--- src/rtl/button_pkg.sv ---
// Shared types and defaults for the button conditioner.
// Holds the per-channel state enum, default timing constants and a counter-width helper.
// Pure declarations, no logic.
package button_pkg;

    typedef enum logic [1:0] {
        ST_IDLE        = 2'd0,
        ST_DEB_PRESS   = 2'd1,
        ST_PRESSED     = 2'd2,
        ST_DEB_RELEASE = 2'd3
    } btn_state_e;

    localparam int DEBOUNCE_CYCLES_DEF = 50000;
    localparam int REPEAT_DELAY_DEF    = 25000000;
    localparam int REPEAT_RATE_DEF     = 5000000;

    // Bits needed to hold max_val with one bit of headroom, never truncating.
    function automatic int cnt_width(input int max_val);
        return $clog2(max_val) + 1;
    endfunction

endpackage

--- src/rtl/button_channel.sv ---
// One button channel: 2-flop synchronizer, debounce FSM, auto-repeat counter.
// Latency: press/release pulse DEBOUNCE_CYCLES+3 cycles after the first edge sampling the new level.
// No backpressure: pulses are one-cycle events, never held or queued.
module button_channel
    import button_pkg::*;
#(
    parameter int DEBOUNCE_CYCLES = DEBOUNCE_CYCLES_DEF,
    parameter int REPEAT_DELAY    = REPEAT_DELAY_DEF,
    parameter int REPEAT_RATE     = REPEAT_RATE_DEF
) (
    input  logic clk,
    input  logic reset,
    input  logic btn_raw,
    output logic btn_level,
    output logic btn_press,
    output logic btn_release,
    output logic btn_repeat
);

    // The repeat counter folds back from the last cycle of a period to
    // REPEAT_DELAY, so it stays bounded and periodic for any hold length.
    localparam int REP_TOP = (REPEAT_DELAY == 0) ? 0 : REPEAT_DELAY + REPEAT_RATE - 1;
    localparam int DEB_W   = cnt_width(DEBOUNCE_CYCLES);
    localparam int REP_W   = cnt_width(REP_TOP);

    localparam logic [DEB_W-1:0] DEB_LAST  = DEB_W'(DEBOUNCE_CYCLES - 1);
    localparam logic [REP_W-1:0] REP_LAST  = REP_W'(REP_TOP);
    localparam logic [REP_W-1:0] REP_FIRST = REP_W'(REPEAT_DELAY);

    btn_state_e       state_q, state_d;
    logic [DEB_W-1:0] deb_cnt_q, deb_cnt_d;
    logic [REP_W-1:0] rep_cnt_q, rep_cnt_d;
    logic             sync1_q, sync1_d;
    logic             sync2_q, sync2_d;
    logic             press_q, press_d;
    logic             release_q, release_d;
    logic             repeat_q, repeat_d;

    // State register: every flop, cleared asynchronously so a reset discards any pending event.
    always_ff @(posedge clk or posedge reset) begin
        if (reset) begin
            state_q   <= ST_IDLE;
            deb_cnt_q <= '0;
            rep_cnt_q <= '0;
            sync1_q   <= 1'b0;
            sync2_q   <= 1'b0;
            press_q   <= 1'b0;
            release_q <= 1'b0;
            repeat_q  <= 1'b0;
        end else begin
            state_q   <= state_d;
            deb_cnt_q <= deb_cnt_d;
            rep_cnt_q <= rep_cnt_d;
            sync1_q   <= sync1_d;
            sync2_q   <= sync2_d;
            press_q   <= press_d;
            release_q <= release_d;
            repeat_q  <= repeat_d;
        end
    end

    // Next state: synchronizer shift, debounce counting and repeat counting.
    always_comb begin
        sync1_d   = btn_raw;
        sync2_d   = sync1_q;
        state_d   = state_q;
        deb_cnt_d = deb_cnt_q;
        rep_cnt_d = rep_cnt_q;
        case (state_q)
            ST_IDLE: begin
                if (sync2_q) begin
                    state_d   = ST_DEB_PRESS;
                    deb_cnt_d = '0;
                end
            end
            ST_DEB_PRESS: begin
                if (!sync2_q) begin
                    state_d = ST_IDLE;
                end else if (deb_cnt_q == DEB_LAST) begin
                    state_d   = ST_PRESSED;
                    rep_cnt_d = '0;
                end else begin
                    deb_cnt_d = deb_cnt_q + 1'b1;
                end
            end
            ST_PRESSED: begin
                if (!sync2_q) begin
                    state_d   = ST_DEB_RELEASE;
                    deb_cnt_d = '0;
                end else if (REPEAT_DELAY != 0) begin
                    rep_cnt_d = (rep_cnt_q == REP_LAST) ? REP_FIRST : rep_cnt_q + 1'b1;
                end
            end
            ST_DEB_RELEASE: begin
                // rep_cnt holds here so a bounce back keeps the repeat phase.
                if (sync2_q) begin
                    state_d = ST_PRESSED;
                end else if (deb_cnt_q == DEB_LAST) begin
                    state_d = ST_IDLE;
                end else begin
                    deb_cnt_d = deb_cnt_q + 1'b1;
                end
            end
            default: state_d = ST_IDLE;
        endcase
    end

    // Output decode: pulses are set on the transition edge and registered.
    always_comb begin
        press_d   = (state_q == ST_DEB_PRESS) && (state_d == ST_PRESSED);
        release_d = (state_q == ST_DEB_RELEASE) && (state_d == ST_IDLE);
        repeat_d  = (REPEAT_DELAY != 0) && (state_q == ST_PRESSED) &&
                    (state_d == ST_PRESSED) && (rep_cnt_d == REP_FIRST);
    end

    assign btn_level   = (state_q == ST_PRESSED) || (state_q == ST_DEB_RELEASE);
    assign btn_press   = press_q;
    assign btn_release = release_q;
    assign btn_repeat  = repeat_q;

endmodule

--- src/rtl/button_conditioner.sv ---
// N_BTN independent debounced button channels with press/release/auto-repeat pulses.
// Latency: DEBOUNCE_CYCLES+3 cycles from raw edge to press/release pulse.
// No backpressure: outputs are level and single-cycle pulses only.
module button_conditioner
    import button_pkg::*;
#(
    parameter int N_BTN           = 5,
    parameter int DEBOUNCE_CYCLES = DEBOUNCE_CYCLES_DEF,
    parameter int REPEAT_DELAY    = REPEAT_DELAY_DEF,
    parameter int REPEAT_RATE     = REPEAT_RATE_DEF
) (
    input  logic             clk,
    input  logic             reset,
    input  logic [N_BTN-1:0] btn_raw,
    output logic [N_BTN-1:0] btn_level,
    output logic [N_BTN-1:0] btn_press,
    output logic [N_BTN-1:0] btn_release,
    output logic [N_BTN-1:0] btn_repeat
);

    for (genvar i = 0; i < N_BTN; i++) begin : g_ch
        button_channel #(
            .DEBOUNCE_CYCLES (DEBOUNCE_CYCLES),
            .REPEAT_DELAY    (REPEAT_DELAY),
            .REPEAT_RATE     (REPEAT_RATE)
        ) u_ch (
            .clk         (clk),
            .reset       (reset),
            .btn_raw     (btn_raw[i]),
            .btn_level   (btn_level[i]),
            .btn_press   (btn_press[i]),
            .btn_release (btn_release[i]),
            .btn_repeat  (btn_repeat[i])
        );
    end

endmodule

--- config.mk ---
export PLATFORM = sky130hd
export DESIGN_NAME = button_conditioner
export DESIGN_NICKNAME = d
export VERILOG_FILES = /design/src/rtl/button_pkg.sv /design/src/rtl/button_channel.sv /design/src/rtl/button_conditioner.sv
export SDC_FILE = /design/constraint.sdc
export NUM_CORES = 1
export LEC_CHECK = 0
export ABC_AREA = 1
export CAP_MARGIN = 20
export CORE_UTILIZATION = 30
export DETAILED_ROUTE_END_ITERATION = 8
export SYNTH_ARGS = -nofsm -noshare
export SYNTH_HDL_FRONTEND = slang
export SYNTH_SLANG_ARGS = --single-unit
--- constraint.sdc ---
create_clock -name clk -period 8.25 [get_ports clk]
set_clock_uncertainty 0.05 [all_clocks]
set_input_delay 0.825 -clock clk [delete_from_list [all_inputs] [get_ports clk]]
set_output_delay 0.825 -clock clk [all_outputs]
set_load 0.01 [all_outputs]
# Word level (Yosys, flattened, before mapping)
# Index checks and enable logic that the tools add are counted.
# Widths: inputs -> output; s select.
dict set report op_classes {
  n_addsub 10
  n_eq_ne 55
  muxes 90
  reduce_logical 40
}
# cell n
set ops {}
lappend ops {{$mux 26} 20}
lappend ops {{$mux 17} 25}
lappend ops {{$pmux 17 s4} 5}
lappend ops {{$eq 26x25->1 const B} 10}
lappend ops {{$pmux 26 s2} 5}
lappend ops {{$add 26x1->26 const B} 5}
lappend ops {{$add 17x1->17 const B} 5}
lappend ops {{$eq 17x16->1 const B} 5}
lappend ops {{$mux 2} 30}
lappend ops {{$pmux 2 s4} 5}
lappend ops {{$eq 2x2->1 const B} 15}
lappend ops {{$logic_and 1x1->1} 20}
lappend ops {{$logic_not 2->1} 10}
lappend ops {{$ne 2x1->1 const B} 10}
lappend ops {{$ne 2x2->1 const B} 10}
lappend ops {{$reduce_and 4->1} 5}
lappend ops {{$eq 2x1->1 const B} 5}
lappend ops {{$logic_or 1x1->1} 5}
dict set report totals {
  regBits 250
  out_inout_bits 20
  wordCells 235
}

# Longest topological paths before layout
# Gate-level depths: netlist of run 1.
dict set report depth {
  depth_word 7
  mapped_depth 17
}

# Hierarchy
# Synthesis of run 1 repeated with hierarchy kept, for this count alone.
dict set report hier_totals {
  cells_unflattened 2633
  area_unflattened_um2 17478.0
}
# module instances cells_per_inst area_each_um2 seq_area_each_um2
set modules_own_cells {}
lappend modules_own_cells {{button_channel (g_ch[1].u_ch ...)} 3 512 3452.1 1251.2}
lappend modules_own_cells {{button_channel (g_ch[0].u_ch)} 1 555 3614.7 1251.2}
lappend modules_own_cells {{button_channel (g_ch[4].u_ch)} 1 542 3507.1 1251.2}

# Worst setup path before layout of run 1
# No wires, ideal clock.
dict set report synth_path {
  path_kind {register to register}
  start {register g_ch[3].u_ch.state_q[0]}
  end {register g_ch[3].u_ch.deb_cnt_q[16]}
  arrival_ns 1.923
  required_ns 8.081
  setup_slack_ns 6.158
  stages_incl_launch_ff 15
  n_path_buf 1
  path_cell_list {dfrtp_1 > inv_1 > ha_1 > buf_2 > inv_2 > nand3_1 > o31ai_2 > nand2_1 > nand2_2 > nand2_1 > nor2_1 > nand2_1 > nor3_2 > xor2_1 > nor2_1}
}
dict set report synth_between {
  elab_chain_len 3
  elab_cells_between_ends 10
  cone_classes {eq/ne: 7; mux: 1; reduce/logical: 2}
}
# element line
set synth_rtl {}
lappend synth_rtl {{start: declaration} button_channel.sv:30} ;# btn_state_e state_q, state_d;
lappend synth_rtl {{start signal: assignment} button_channel.sv:51} ;# state_q <= state_d;
lappend synth_rtl {{$eq 2x1->1 (tied with other cells)} button_channel.sv:69} ;# case (state_q)
lappend synth_rtl {{$ne 2x1->1 (no source line) / $ne 2x2->1 (equally long branches)} n/a}
lappend synth_rtl {{$reduce_and 4->1 (no source line)} n/a}
lappend synth_rtl {{end signal: assignment} button_channel.sv:52} ;# deb_cnt_q <= deb_cnt_d;
lappend synth_rtl {{end: declaration} button_channel.sv:31} ;# logic [DEB_W-1:0] deb_cnt_q, deb_cnt_d;
# Several ways; a longest one is shown, not always the timed one.
# A chain may end at the register's enable or synchronous reset.

# Final worst setup path of run 1
dict set report layout_path {
  start {register g_ch[2].u_ch.state_q[0]}
  end {output port btn_level[2]}
}
dict set report layout_between {
  elab_chain_len 2
  elab_cells_between_ends 3
  cone_classes {eq/ne: 2; reduce/logical: 1}
}
# element line
set layout_rtl {}
lappend layout_rtl {{start: declaration} button_channel.sv:30}
lappend layout_rtl {{start signal: assignment} button_channel.sv:51}
lappend layout_rtl {{$eq 2x2->1} button_channel.sv:116} ;# assign btn_level = (state_q == ST_PRESSED) || (state_q == ST_DEB_RELEASE);
lappend layout_rtl {{$logic_or 1x1->1 (*)} button_channel.sv:116}
lappend layout_rtl {{end: declaration} button_conditioner.sv:15} ;# output logic [N_BTN-1:0] btn_level,
# Every way passes the cells marked *; elsewhere a longest branch is shown, timed or not.

==> results of run 1 <==
==> metal layers <==
layer | global-route usage, % | up-vias
met1 | 21.51 | 7320
met4 | 3.903 | 0
li1 | - | 8313
met3 | 2.012 | 61
met2 | 24.20 | 340
met5 | 0 | -
==> kinds of logic (layout without fill, tap and decap cells) <==
group           after synthesis  in the layout  share of synthesized area, %
fa+ha+maj                    35             35                         2.514
mux                           1              1                       0.05747
flops                       250            250                         35.92
simple gates               1618           1618                         41.33
buf+inv                     416            432                         10.09
xor+xnor                     49             49                         2.464
compound gates              239            239                         7.636
==> placed cells by master, fill, tap and decap left out, drive strengths merged, types with 3 or more instances in the layout <==
master / synthesis / final
nor2: 327 / 327
o21bai: 4 / 4
clkinv: 2 / 9
ha: 35 / 35
or2: 5 / 5
dfrtp: 250 / 250
xor2: 41 / 41
o21ai: 122 / 122
nand3b: 13 / 13
nand4: 74 / 74
a31o: 4 / 4
nand2: 873 / 873
o31ai: 9 / 9
xnor2: 8 / 8
o21a: 9 / 9
inv: 347 / 349
a22oi: 3 / 3
nor3b: 4 / 4
o22ai: 4 / 4
clkbuf: 10 / 41
bufinv: 0 / 3
and2: 5 / 5
nor4: 21 / 21
a31oi: 3 / 3
a21oi: 75 / 75
clkdlybuf4s50: 0 / 26
nand3: 223 / 223
nor3: 70 / 70
==> state kept, by name, summed over array words and instances (netlist names) <==
| name | count |
|---|---|
| g_ch.u_ch.state_q | 10 |
| g_ch.u_ch.btn_repeat | 5 |
| g_ch.u_ch.sync1_q | 5 |
| g_ch.u_ch.sync2_q | 5 |
| g_ch.u_ch.btn_release | 5 |
| g_ch.u_ch.deb_cnt_q | 85 |
| g_ch.u_ch.rep_cnt_q | 130 |
| g_ch.u_ch.btn_press | 5 |
==> critical path: cells and delay by family, from the launching register on <==
| family | cells | cell delay, ns |
|---|---|---|
| buffers and inverters | 3 | 0.93 |
| adders and majority gates | 1 | 0.51 |
| DFF | 1 | 0.43 |
| and+or+nand+nor | 1 | 0.16 |
==> final timing paths <==
path | startpoint | slack (ns) | depth (start not counted) | endpoint
max | g_ch[2].u_ch.state_q[0] | 4.76 | 5 | btn_level[2]
min | g_ch[0].u_ch.sync1_q | 0.30 | 0 | g_ch[0].u_ch.sync2_q
max reg2reg | g_ch[1].u_ch.state_q[0] | 5.40 | 12 | g_ch[1].u_ch.deb_cnt_q[7]
min reg2reg | g_ch[0].u_ch.sync1_q | 0.30 | 0 | g_ch[0].u_ch.sync2_q
max in group asynchronous | reset | 6.14 | 3 | g_ch[3].u_ch.rep_cnt_q[7]
min in group asynchronous | reset | 0.74 | 2 | g_ch[3].u_ch.btn_press
==> power by group through the flow <==
| stage | clock (mW) | sequential, mW | combinational, mW |
|---|---|---|---|
| 2_1_floorplan | 0 | 1.38 | 0.666 |
| 3_3_place_gp | 0 | 1.43 | 0.801 |
| 3_5_place_dp | 0 | 1.43 | 0.802 |
| 4_1_cts | 1.42 | 1.41 | 0.804 |
| 5_1_grt | 1.46 | 1.42 | 0.918 |
| 6_report | 1.37 | 1.41 | 0.795 |
==> stage by stage <==
stage          instances  util [%]  power, mW  setup slack (ns)  hold slack [ns]
4_1_cts             3380     33.84      3.626             4.728           0.2996
3_5_place_dp        3325     32.05      2.228             5.368           0.2847
3_3_place_gp        3325     32.05      2.228             5.430           0.2844
2_1_floorplan       2608         -      2.047            0.5034           0.2812
6_report            3380     33.84      3.568             4.755           0.2974
5_1_grt             3380     33.84      3.799             4.587           0.3093
==> synth_stat cells (all sizes together) (2+ instances only) <==
library cell | n | area (µm²)
buf | 57 | 409.1
clkinv | 2 | 7.510
nand3 | 223 | 1189
o21ai | 122 | 625.6
o21a | 9 | 75.07
nor3 | 70 | 376.6
a211oi | 2 | 15.01
inv | 347 | 1303
nand3b | 13 | 97.59
o21bai | 4 | 30.03
ha | 35 | 437.9
dfrtp | 250 | 6256
a31oi | 3 | 18.77
nor4 | 21 | 146.4
xor2 | 41 | 359.1
a22oi | 3 | 22.52
o211ai | 2 | 15.01
and2 | 5 | 31.28
nor2 | 327 | 1395
a21oi | 75 | 379.1
nor3b | 4 | 30.03
a31o | 4 | 35.03
nand2 | 873 | 3364
xnor2 | 8 | 70.07
o31ai | 9 | 72.57
or2 | 5 | 31.28
and3 | 2 | 12.51
clkbuf | 10 | 37.54
o22ai | 4 | 25.02
nand4 | 74 | 518.0
==> cell type report <==
cell class	instances	area share (%)
Tap cell	756	4.920
Clock inverter	14	0.8980
Timing Repair Buffer	28	1.497
Inverter	349	6.852
Sequential cell	250	32.54
Multi-Input combinational cell	1942	48.92
Clock buffer	41	4.380
==> impl_summary.md, run 1 <==
Outcome
The run finished with clean final reports.

Power and ir drop
The part of the power in combinational logic is between 20% and 30%. Per report_power, the clock group accounts for 38.3% of the total. The net switching fraction of the power is between 30% and 40%.

The leakage power summed over all cells is just under 9 nW. Of the total power, registers draw ~39%. The switching power is between 1 and 1.5 mW. The internal power summed over all cells is between 2 and 2.5 mW. The highest ir drop seen on vdd is 169.0 µV. In this run the power density over the cells is 185.6 nW/µm².

CTS
The H-tree depth is 1. The count of cells resized by post-cts repair is 0. The later pin in the worst-skew pair is clocked with a latency of ~0.58 ns. The hold-fix buffer count after cts is 0. The number of buffers added for setup after CTS is 0. TritonCTS built the clock tree. The maximum number of buffers from clock root to sink is 3. The clock net in this run drives a total of 250 sinks.

Clock tree synthesis inserted a total of 30 buffers. After clock tree synthesis, the clock-pin slew on the worst setup and hold paths is 0.06 ns. Clock tree synthesis selected as its root buffer the cell sky130_fd_sc_hd__clkbuf_16.

Floorplanning
The initialized floorplan defines just under 90 standard-cell rows. For this configuration, the core starts out at a cell density of 30.65%. The floorplan core area is ~57,000 µm². The die covers roughly 60,000 µm². The height of the die is approximately 240 µm. The I/O pin count is 27. The floorplan step set the die width to 243.0 µm.

Route
Detailed routing inserted a total of ~16,000 vias. The met3 wire length is roughly 2000 µm. For this block, wires on met1 add up to 21,710 µm. The first detailed-routing pass took 5 iterations. The post-detailed-routing wire length is between 40,000 and 50,000 µm.

The detail route stage leaves a number of antenna-violating nets equal to 0. For this run, design rule violations remaining after detail routing come to 0. In the final routed layout, each cell accounts on average for about 13 µm. The uppermost signal routing layer after detailed routing is met4. Summed over all nets, wire length on met2 after detailed routing comes to between 15,000 and 20,000 µm. The via-per-instance ratio is ~4.7. The first routing iteration left 1,126 violations.

Yosys
The proportion of register bits with asynchronous set or reset after synthesis is between 90% and 100%. The cell area after synthesis is roughly 17,000 µm². After technology mapping, the gate count stands at around 2,600. The count of distinct cell types in the synthesized netlist is 54. The synthesized net count is 2,650. The Yosys step of the flow raised 0 warnings. The primary flip-flop cell chosen by synthesis mapping is sky130_fd_sc_hd__dfrtp_1.

The portion of the post-synthesis area used by sequential elements is 35.92%. The flip-flop and latch count after synthesis is 250. Yosys mapped a number of flops with a built-in enable equal to 0. The mean cell area of the mapped netlist is approximately 6.7 µm².

STA
The count of pins over their slew limit is 0. Setup repair after global routing left no endpoint under its margin. The transition time at the pin with the least slew margin is 0.7913 ns. The worst max-slew margin expressed relative to the limit is a little under half. The setup violation total in the final timing report is 0. The maximum achievable frequency is roughly 290 MHz.

The final-report hold violation count came to 0. In the finished design, the share of the clock period the worst path needs comes to 42.36%. The clock period could shrink to between 3 and 4 ns. The aggregate negative setup slack is 0 ns.

Setup path
STA classifies the critical path startpoint as a flip-flop. The signal on the critical path passes through inv_1, ha_1, inv_1, nand2_1, clkdlybuf4s50_1. The cell at the slowest stage of the critical path is sky130_fd_sc_hd__clkdlybuf4s50_1. In this design, the stage delay of the slowest critical-path cell is between 0.5 and 0.6 ns. The endpoint kind of the worst setup timing path is a primary output. The data arrival at the endpoint of the critical path is 2.62 ns.

By startpoint and endpoint, the worst setup path is classified as flip-flop to primary output. The most numerous cell type found on the critical path is sky130_fd_sc_hd__inv_1. The required time at the endpoint of the critical path is ~7.4 ns. Of all nets on the critical path, the largest fanout is 14.

Flow run
The max capacitance violation total is 0.

Cells and area
Across the whole layout, storage elements account for 6256 µm². Compared with the post-synthesis result, the final layout area differs by 10.39%. After the last flow step, the layout net total stands at around 2,600. 0 antenna diodes ended up in the layout. The share of post-route cells with drive strength above 1 is around 7%.

The filler cell count is roughly 6,200. The final non-filler cell area is 19,230 µm². Summing all multi-input logic gate instances after layout gives around 9400 µm².

Placed design
The number of buffers inserted by port buffering is 26. Summed over all nets, the half-perimeter wirelength after detailed placement is about 32,000 µm. The placed cell area is between 15,000 and 20,000 µm².

At the end of routability-driven placement, the weighted congestion stood at a little over 0.9.

GRT
Global routing used roughly 15% of the available tracks across all layers. The pin count of the biggest net entering global routing is 105. The number of antenna violations at the first check in global routing came to 0.

The first global-routing pass estimated approximately 76,000 µm of wire. The via count of the first global-routing pass is between 15,000 and 20,000. The remaining global-route overflow is 0.

Min path
The worst hold path belongs to the class flip-flop to flip-flop.
(Power assumes the default switching activity.)
==> inputs of run 2 (changes only) <==
==> constraint.sdc (replaced) <==
create_clock -name clk -period 3.5 [get_ports clk]
set_clock_uncertainty 0.05 [all_clocks]
set_input_delay 0.35 -clock clk [delete_from_list [all_inputs] [get_ports clk]]
set_output_delay 0.35 -clock clk [all_outputs]
set_load 0.01 [all_outputs]
==> impl_summary.md, run 2 (synthesis gave the netlist of run 1 again) <==
Outcome
The run finished with clean final reports.

Cells and area
After the last flow step, the layout net total stands at 2,662. The area growth from synthesis to layout is 11.87%. The flip-flop count of the largest register after layout is between 100 and 150. The most flop-heavy register is g_ch.u_ch.rep_cnt_q. The most common library cell in the layout ignoring fill and taps is sky130_fd_sc_hd__nand2_1. The largest registers in the layout are g_ch.u_ch.rep_cnt_q (130), g_ch.u_ch.deb_cnt_q (85), g_ch.u_ch.state_q (10). Of the cells placed in the final design, the portion with a size suffix greater than 1 is around 7.6%. In the layout the commonest cells are sky130_fd_sc_hd__nand2_1 (846), sky130_fd_sc_hd__inv_1 (323), sky130_fd_sc_hd__nor2_1 (284), sky130_fd_sc_hd__dfrtp_1 (250), sky130_fd_sc_hd__nand3_1 (210). The count of inserted antenna diode cells is 0.

Setup path
In this run the worst path has a maximum fanout of 14. The depth of the most critical reg-to-reg path is 13. The required time at the endpoint of the critical path is roughly 3.1 ns. The data arrival at the endpoint of the critical path is around 2.6 ns. The startpoint type of the worst setup path is a flip-flop.

STA classifies the critical path endpoint as a primary output. The worst setup path is of the flip-flop to primary output kind.

Placed design
During placement, the flow inserted port buffers numbering 26. The final RePlAce weighted congestion is 0.9096. The half-perimeter wire length after placement is ~33,000 µm.

At the placement stage, the worst setup path has a slack of 0.7268 ns.

Power and ir drop
For this design the static power due to leakage is ~9.1 nW. The share of total power dissipated in sequential elements is 38.2%. The part of the power in combinational logic is roughly 22%. The clock network fraction of design power is between 40% and 50%. Net switching is around a third of the power. The internal power of the cells totals 5.758 mW. In this run the power density over the cells is around 450 nW/µm².

The highest ir drop seen on vdd is about 360 µV. The switching power is ~3 mW.

CTS
Post-CTS timing repair inserted 0 buffers for setup. The tree built by TritonCTS fans out to 250 sinks. TritonCTS built the clock tree.

The clock tree synthesis step divided the H-tree into 2 levels. The maximum number of buffers from clock root to sink is 3. The later pin in the worst-skew pair is clocked with a latency of roughly 0.54 ns. The TritonCTS buffer count is 34. The hold-fix buffer count after cts is 0.

The tree is rooted in a sky130_fd_sc_hd__clkbuf_16. The count of cells resized by post-cts repair is 0. After clock tree synthesis, the clock-pin slew on the worst setup and hold paths is about 0.05 ns.

GRT
In the global route stage, overall resource usage came out at between 10% and 20%. The pin count of the biggest net entering global routing is 41. For this run the aggregate overflow at the end of global routing stands at 0. The wire length of the first global-routing pass is approximately 77,000 µm. The via count of the first global-routing pass is approximately 15,000. The number of antenna violations at the first check in global routing is 0.

Flow run
Max-cap violations in this run came to 0.

Floorplanning
The height of the die is roughly 240 µm. From left edge to right edge, the die measures ~240 µm. The floorplan core area is 56,820 µm². The initial cell density of the core is a little under a third.

The number of placement rows is between 80 and 90. 27 I/O pins were placed. The die outline area is roughly 59,000 µm².

Route
The count of nets left with antenna violations once routing finished came out at 0. Wires add up to ~45,000 µm. The vias after detailed routing is between 15,000 and 20,000. After detailed routing, the average wire length per cell comes to about 13 µm. The via-per-instance ratio is between 4 and 5.

The post-route DRC violation count is 0. The count of TritonRoute iterations in the first routing pass is 5. The detailed router's first-iteration violation count is 1,062.

STA
The worst max-slew margin expressed relative to the limit is between 30% and 40%. The transition time at the pin with the least slew margin is about 0.98 ns. Setup repair after global routing left no endpoint under its margin. The count of pins over their slew limit is 0. The minimum clock period is between 3 and 4 ns. For the final routed database, the setup TNS stands at 0 ns. In the post-route analysis, the smallest setup slack over all paths is between 0.4 and 0.5 ns. Static timing analysis puts the maximum clock frequency at about 330 MHz. The final cycle utilization of the critical path is 86.16%. The final-report hold violation count is 0. Setup violations remaining at the end of the flow were counted as 0.

Min path
The hold path depth is 1. The type of the most critical hold path is input port to flip-flop.
==> run 2: cell types whose count changed in the layout (fill, tap and decap cells not counted) <==
cell                         change
sky130_fd_sc_hd__buf_12          +4
sky130_fd_sc_hd__buf_4          +11
sky130_fd_sc_hd__bufinv_16       -1
sky130_fd_sc_hd__clkbuf_1        +3
sky130_fd_sc_hd__clkbuf_16       +5
sky130_fd_sc_hd__clkbuf_8        +3
sky130_fd_sc_hd__clkinv_4        -1
sky130_fd_sc_hd__clkinv_8        -1
sky130_fd_sc_hd__clkinvlp_4      -1
sky130_fd_sc_hd__inv_6           -1
sky130_fd_sc_hd__inv_8           -1
==> run 2: path summary, 6_finish.rpt <==
| kind | from | endpoint | slack (ns) |
|---|---|---|---|
| worst max-delay path | g_ch[2].u_ch.state_q[0] | btn_level[2] | 0.48 |
| worst min-delay path | btn_raw[0] | g_ch[0].u_ch.sync1_q | 0.20 |
| worst max register to register | g_ch[0].u_ch.state_q[0] | g_ch[0].u_ch.deb_cnt_q[12] | 0.72 |
| worst min register to register | g_ch[0].u_ch.sync1_q | g_ch[0].u_ch.sync2_q | 0.30 |
| max in group asynchronous | reset | g_ch[0].u_ch.deb_cnt_q[0] | 2.26 |
| min in group asynchronous | reset | g_ch[1].u_ch.rep_cnt_q[2] | 0.38 |
==> run 2: final cells by class <==
| type | count | area [µm²] |
|---|---|---|
| repair buffers | 43 | 450.4 |
| clock inverters | 8 | 93.84 |
| inverters | 349 | 1314 |
| well taps | 756 | 945.9 |
| clock buffers | 52 | 1020 |
| multi-input cells | 1942 | 9405 |
| flip-flops and latches | 250 | 6256 |
| fillers | 6140 | 37340 |
==> run 2: per-stage QoR <==
step / instance area [µm²] / std cells / hold slack [ns] / utilization (%) / power, mW
after floorplan: 17420 / 2608 / 0.2812 / - / 4.827
after global placement: 18370 / 3340 / 0.2822 / 32.33 / 5.259
after detailed placement: 18370 / 3340 / 0.2847 / 32.33 / 5.258
after CTS: 19480 / 3400 / 0.1665 / 34.29 / 8.851
after global routing: 19480 / 3400 / 0.1746 / 34.29 / 9.262
final: 19480 / 3400 / 0.2046 / 34.29 / 8.689
==> run 2: per-layer routing <==
metal	routed length [µm]	vias to the layer above	GRT usage, %
li1	-	8339	-
met1	21930	7289	20.93
met2	19980	323	24.88
met3	1741	93	2.145
met4	1256	0	5.827
met5	0	-	0
==> run 2: power groups by stage <==
| stage | clock network, mW | registers [mW] | logic [mW] |
|---|---|---|---|
| 6_report | 3.49 | 3.32 | 1.88 |
| 5_1_grt | 3.73 | 3.35 | 2.18 |
| 4_1_cts | 3.64 | 3.32 | 1.90 |
| 3_5_place_dp | 0 | 3.36 | 1.89 |
| 3_3_place_gp | 0 | 3.37 | 1.89 |
| 2_1_floorplan | 0 | 3.26 | 1.57 |
==> run 2: worst max-delay path: stages (launching register included) <==
cell	delay [ns]
sky130_fd_sc_hd__dfrtp_1	0.44
sky130_fd_sc_hd__inv_1	0.15
sky130_fd_sc_hd__ha_1	0.55
sky130_fd_sc_hd__inv_1	0.21
sky130_fd_sc_hd__nand2_1	0.16
sky130_fd_sc_hd__clkdlybuf4s50_1	0.59
==> inputs of run 3 (changes only) <==
--- a/config.mk
+++ b/config.mk
@@ -7,7 +7,8 @@
 export LEC_CHECK = 0
 export ABC_AREA = 1
 export CAP_MARGIN = 20
-export CORE_UTILIZATION = 30
+export CORE_MARGIN = 3
+export CORE_UTILIZATION = 40
 export DETAILED_ROUTE_END_ITERATION = 8
 export SYNTH_ARGS = -nofsm -noshare
 export SYNTH_HDL_FRONTEND = slang
==> impl_summary.md, run 3 (synthesis gave the netlist of run 1 again) <==
Power and ir drop
The worst-case IR drop observed on VDD is around 350 µV. Dividing total power by cell area gives a power density of 455.8 nW/µm². The total design power is 8.749 mW. The leakage power summed over all cells is 9.024 nW.

GRT
In the global route stage, met1 resource usage came out at between 20% and 30%. The via count of the first global-routing pass was about 15,000. The wire length of the first global-routing pass is ~75,000 µm. Entering global routing, the biggest net connects about 120 pins. The global routing usage summed across all routing layers is a little under a fifth. The number of antenna violations at the first check in global routing is 0. The peak-usage layer in the global routing report is met2. Global routing consumed, on the met3 layer, under 10% of the routing resources. The met2 global-route usage is a little under a third. The total overflow left after global routing is 0.

Placed design
After legalization and detailed placement, the total HPWL measured between 30,000 and 40,000 µm. Port buffering added 26 buffers. The number of placed instances, taps included, is between 3,000 and 4,000. Routability-driven placement finished with a final weighted congestion of ~0.92. The setup slack after placement is 0.6747 ns.

Setup path
The start of the worst register-to-register path is g_ch[1].u_ch.state_q[0]. In this run the worst setup path begins at g_ch[2].u_ch.state_q[0]. On the critical path the largest part of the delay comes from buffers and inverters. The cell repeated most along the worst path is sky130_fd_sc_hd__inv_1. The worst register-to-register path ends at g_ch[1].u_ch.deb_cnt_q[7]. On the worst path, the slowest cell contributes a delay of ~0.55 ns.

The buffers plus inverters on the worst setup path is 3. The kind of critical path is flip-flop to primary output. The cell at the slowest stage of the critical path is sky130_fd_sc_hd__clkdlybuf4s50_1.

In this run the worst path has a maximum fanout of 14. The required time at the endpoint of the critical path is approximately 3.1 ns. The critical path runs through a total of 5 cells. The depth of the most critical reg-to-reg path is 12. The worst setup path is captured at a primary output. Walking the worst path, the cells encountered are inv_1, ha_1, inv_1, nand2_1, clkdlybuf4s50_1. The minimum setup slack among reg-to-reg paths is approximately 0.60 ns. The worst setup path is launched from a flip-flop. The timing endpoint of the critical path is btn_level[2]. The data arrival at the endpoint of the critical path is about 2.5 ns.

CTS
The TritonCTS buffer count is 34. After clock tree synthesis, the clock-pin slew on the worst setup and hold paths is roughly 0.060 ns. The number of buffers added for setup after CTS is 0.

Clock latency on the worst-skew pair, taken at its later pin, is ~0.54 ns. The maximum number of buffers from clock root to sink is 3. CTS built an H-tree with a depth of 2. The hold-fix buffer count after cts is 0. The CTS root buffer is sky130_fd_sc_hd__clkbuf_16.

After clock tree synthesis, the repair step resized 0 gates. The clock drives between 200 and 300 sinks. The TritonCTS clock tree is built.

Cells and area
In the layout the commonest cells are sky130_fd_sc_hd__nand2_1 (846), sky130_fd_sc_hd__inv_1 (323), sky130_fd_sc_hd__nor2_1 (284), sky130_fd_sc_hd__dfrtp_1 (250), sky130_fd_sc_hd__nand3_1 (210). The flip-flop count of the largest register after layout is 130. The repair_antennas step left the layout with diodes totalling 0.

The most common library cell in the layout ignoring fill and taps is sky130_fd_sc_hd__nand2_1. The share of post-route cells with drive strength above 1 is between 7 and 8%. The area growth from synthesis to layout is 10.20%. In the final layout, the registers with the most flip-flops are g_ch.u_ch.rep_cnt_q (130), g_ch.u_ch.deb_cnt_q (85), g_ch.u_ch.state_q (10). g_ch.u_ch.rep_cnt_q holds more flip-flops than any other register. The count of nets after finishing is 2,651.

The final standard cell count with taps included and fillers excluded is 3,208.

STA
The final-report hold violation count is 0. Headroom to the max-slew limit came out at a little under half. After layout, the worst setup slack is 0.5610 ns. The transition time at the pin with the least slew margin is just under 0.8 ns.

Of the available clock period, the critical path in the final layout requires a little over four fifths. Setup repair after global routing left no endpoint under its margin. The setup violation total in the final timing report is 0. The worst path needs about 2.9 ns of the cycle, external delays included. The count of pins over their slew limit is 0.

The maximum achievable frequency is roughly 340 MHz.

Route
The routed design has about 44,000 µm of wire. In this run the remaining antenna-violating nets after routing total 0. Dividing the detail-routed via count by the number of cells gives 5.080.

The first routing iteration left between 1,000 and 1,500 violations. Across all layers, the routed design uses between 15,000 and 20,000 vias. The first detailed-routing pass ran for 5 iterations. After detailed routing, the average wire length per cell comes to 13.70 µm.

After detailed routing, the number of remaining DRC violations is 0.

Floorplanning
27 I/O pins were placed. The die outline area is about 46,000 µm². Once the floorplan was initialized, standard cells occupied slightly above 40% of the core. The floorplan step set the die height to ~210 µm. The core region is around 43,000 µm².

The horizontal die dimension is approximately 210 µm. In this run the core area contains between 70 and 80 standard-cell rows.

Flow run
Max-cap violations in this run came to 0.

Outcome
The flow ran to the end, and the final reports show no timing, DRC or antenna violations.

Min path
The type of the most critical hold path is input port to async pin.
[run 3: area by class of cell]
class                           instances  area (µm²)
Fill cell                            4292       23310
Inverter                              349        1314
Clock inverter                         11       153.9
Multi-Input combinational cell       1942        9405
Timing Repair Buffer                   32       342.8
Clock buffer                           47        1001
Tap cell                              577       721.9
Sequential cell                       250        6256
[run 3: per-stage QoR]
stage	utilization [%]	instance area (µm²)	TNS, ns	hold slack (ns)
final	45.15	19190	0	0.06299
after global routing	45.15	19190	0	0.05813
after CTS	45.15	19190	0	0.03949
after detailed placement	42.44	18040	0	0.2894
after global placement	42.44	18040	0	0.2818
after floorplan	-	17420	-46.92	0.2812
[run 3: worst min-delay path by stage]
stage	depth (start not counted)	endpoint	slack [ns]	startpoint
floorplan	0	g_ch[0].u_ch.sync2_q	0.28	g_ch[0].u_ch.sync1_q
global placement	0	g_ch[4].u_ch.sync2_q	0.28	g_ch[4].u_ch.sync1_q
detailed placement	0	g_ch[3].u_ch.sync2_q	0.29	g_ch[3].u_ch.sync1_q
CTS	2	g_ch[4].u_ch.deb_cnt_q[2]	0.04	reset
global route	2	g_ch[4].u_ch.deb_cnt_q[4]	0.06	reset
finish	2	g_ch[4].u_ch.deb_cnt_q[4]	0.06	reset
[run 3: worst register-to-register path, cell delays in order, from the launching register on]
cell	delay [ns]
sky130_fd_sc_hd__dfrtp_1	0.44
sky130_fd_sc_hd__inv_1	0.12
sky130_fd_sc_hd__ha_1	0.37
sky130_fd_sc_hd__inv_1	0.18
sky130_fd_sc_hd__nand3_1	0.10
sky130_fd_sc_hd__o31ai_1	0.11
sky130_fd_sc_hd__nand2_1	0.28
sky130_fd_sc_hd__nand2_1	0.35
sky130_fd_sc_hd__nand2_1	0.17
sky130_fd_sc_hd__nor2_1	0.26
sky130_fd_sc_hd__nand3_1	0.13
sky130_fd_sc_hd__o21ai_0	0.17
sky130_fd_sc_hd__a21oi_1	0.06
[run 3: power by group]
group | total, mW | switching, mW | leakage (nW) | internal (mW)
sequential | 3.32 | 0.249 | 3.43 | 3.07
combinational | 1.87 | 1.35 | 5.03 | 0.519
clock | 3.56 | 1.34 | 0.567 | 2.23
total | 8.75 | 2.94 | 9.02 | 5.81
[run 3: layer usage]
layer  wire length, µm  vias to the layer above
li1                  -                     8330
met1             21150                     7486
met2             19560                      407
met3              2247                       73
met4              1001                        0
met5                 0                        -
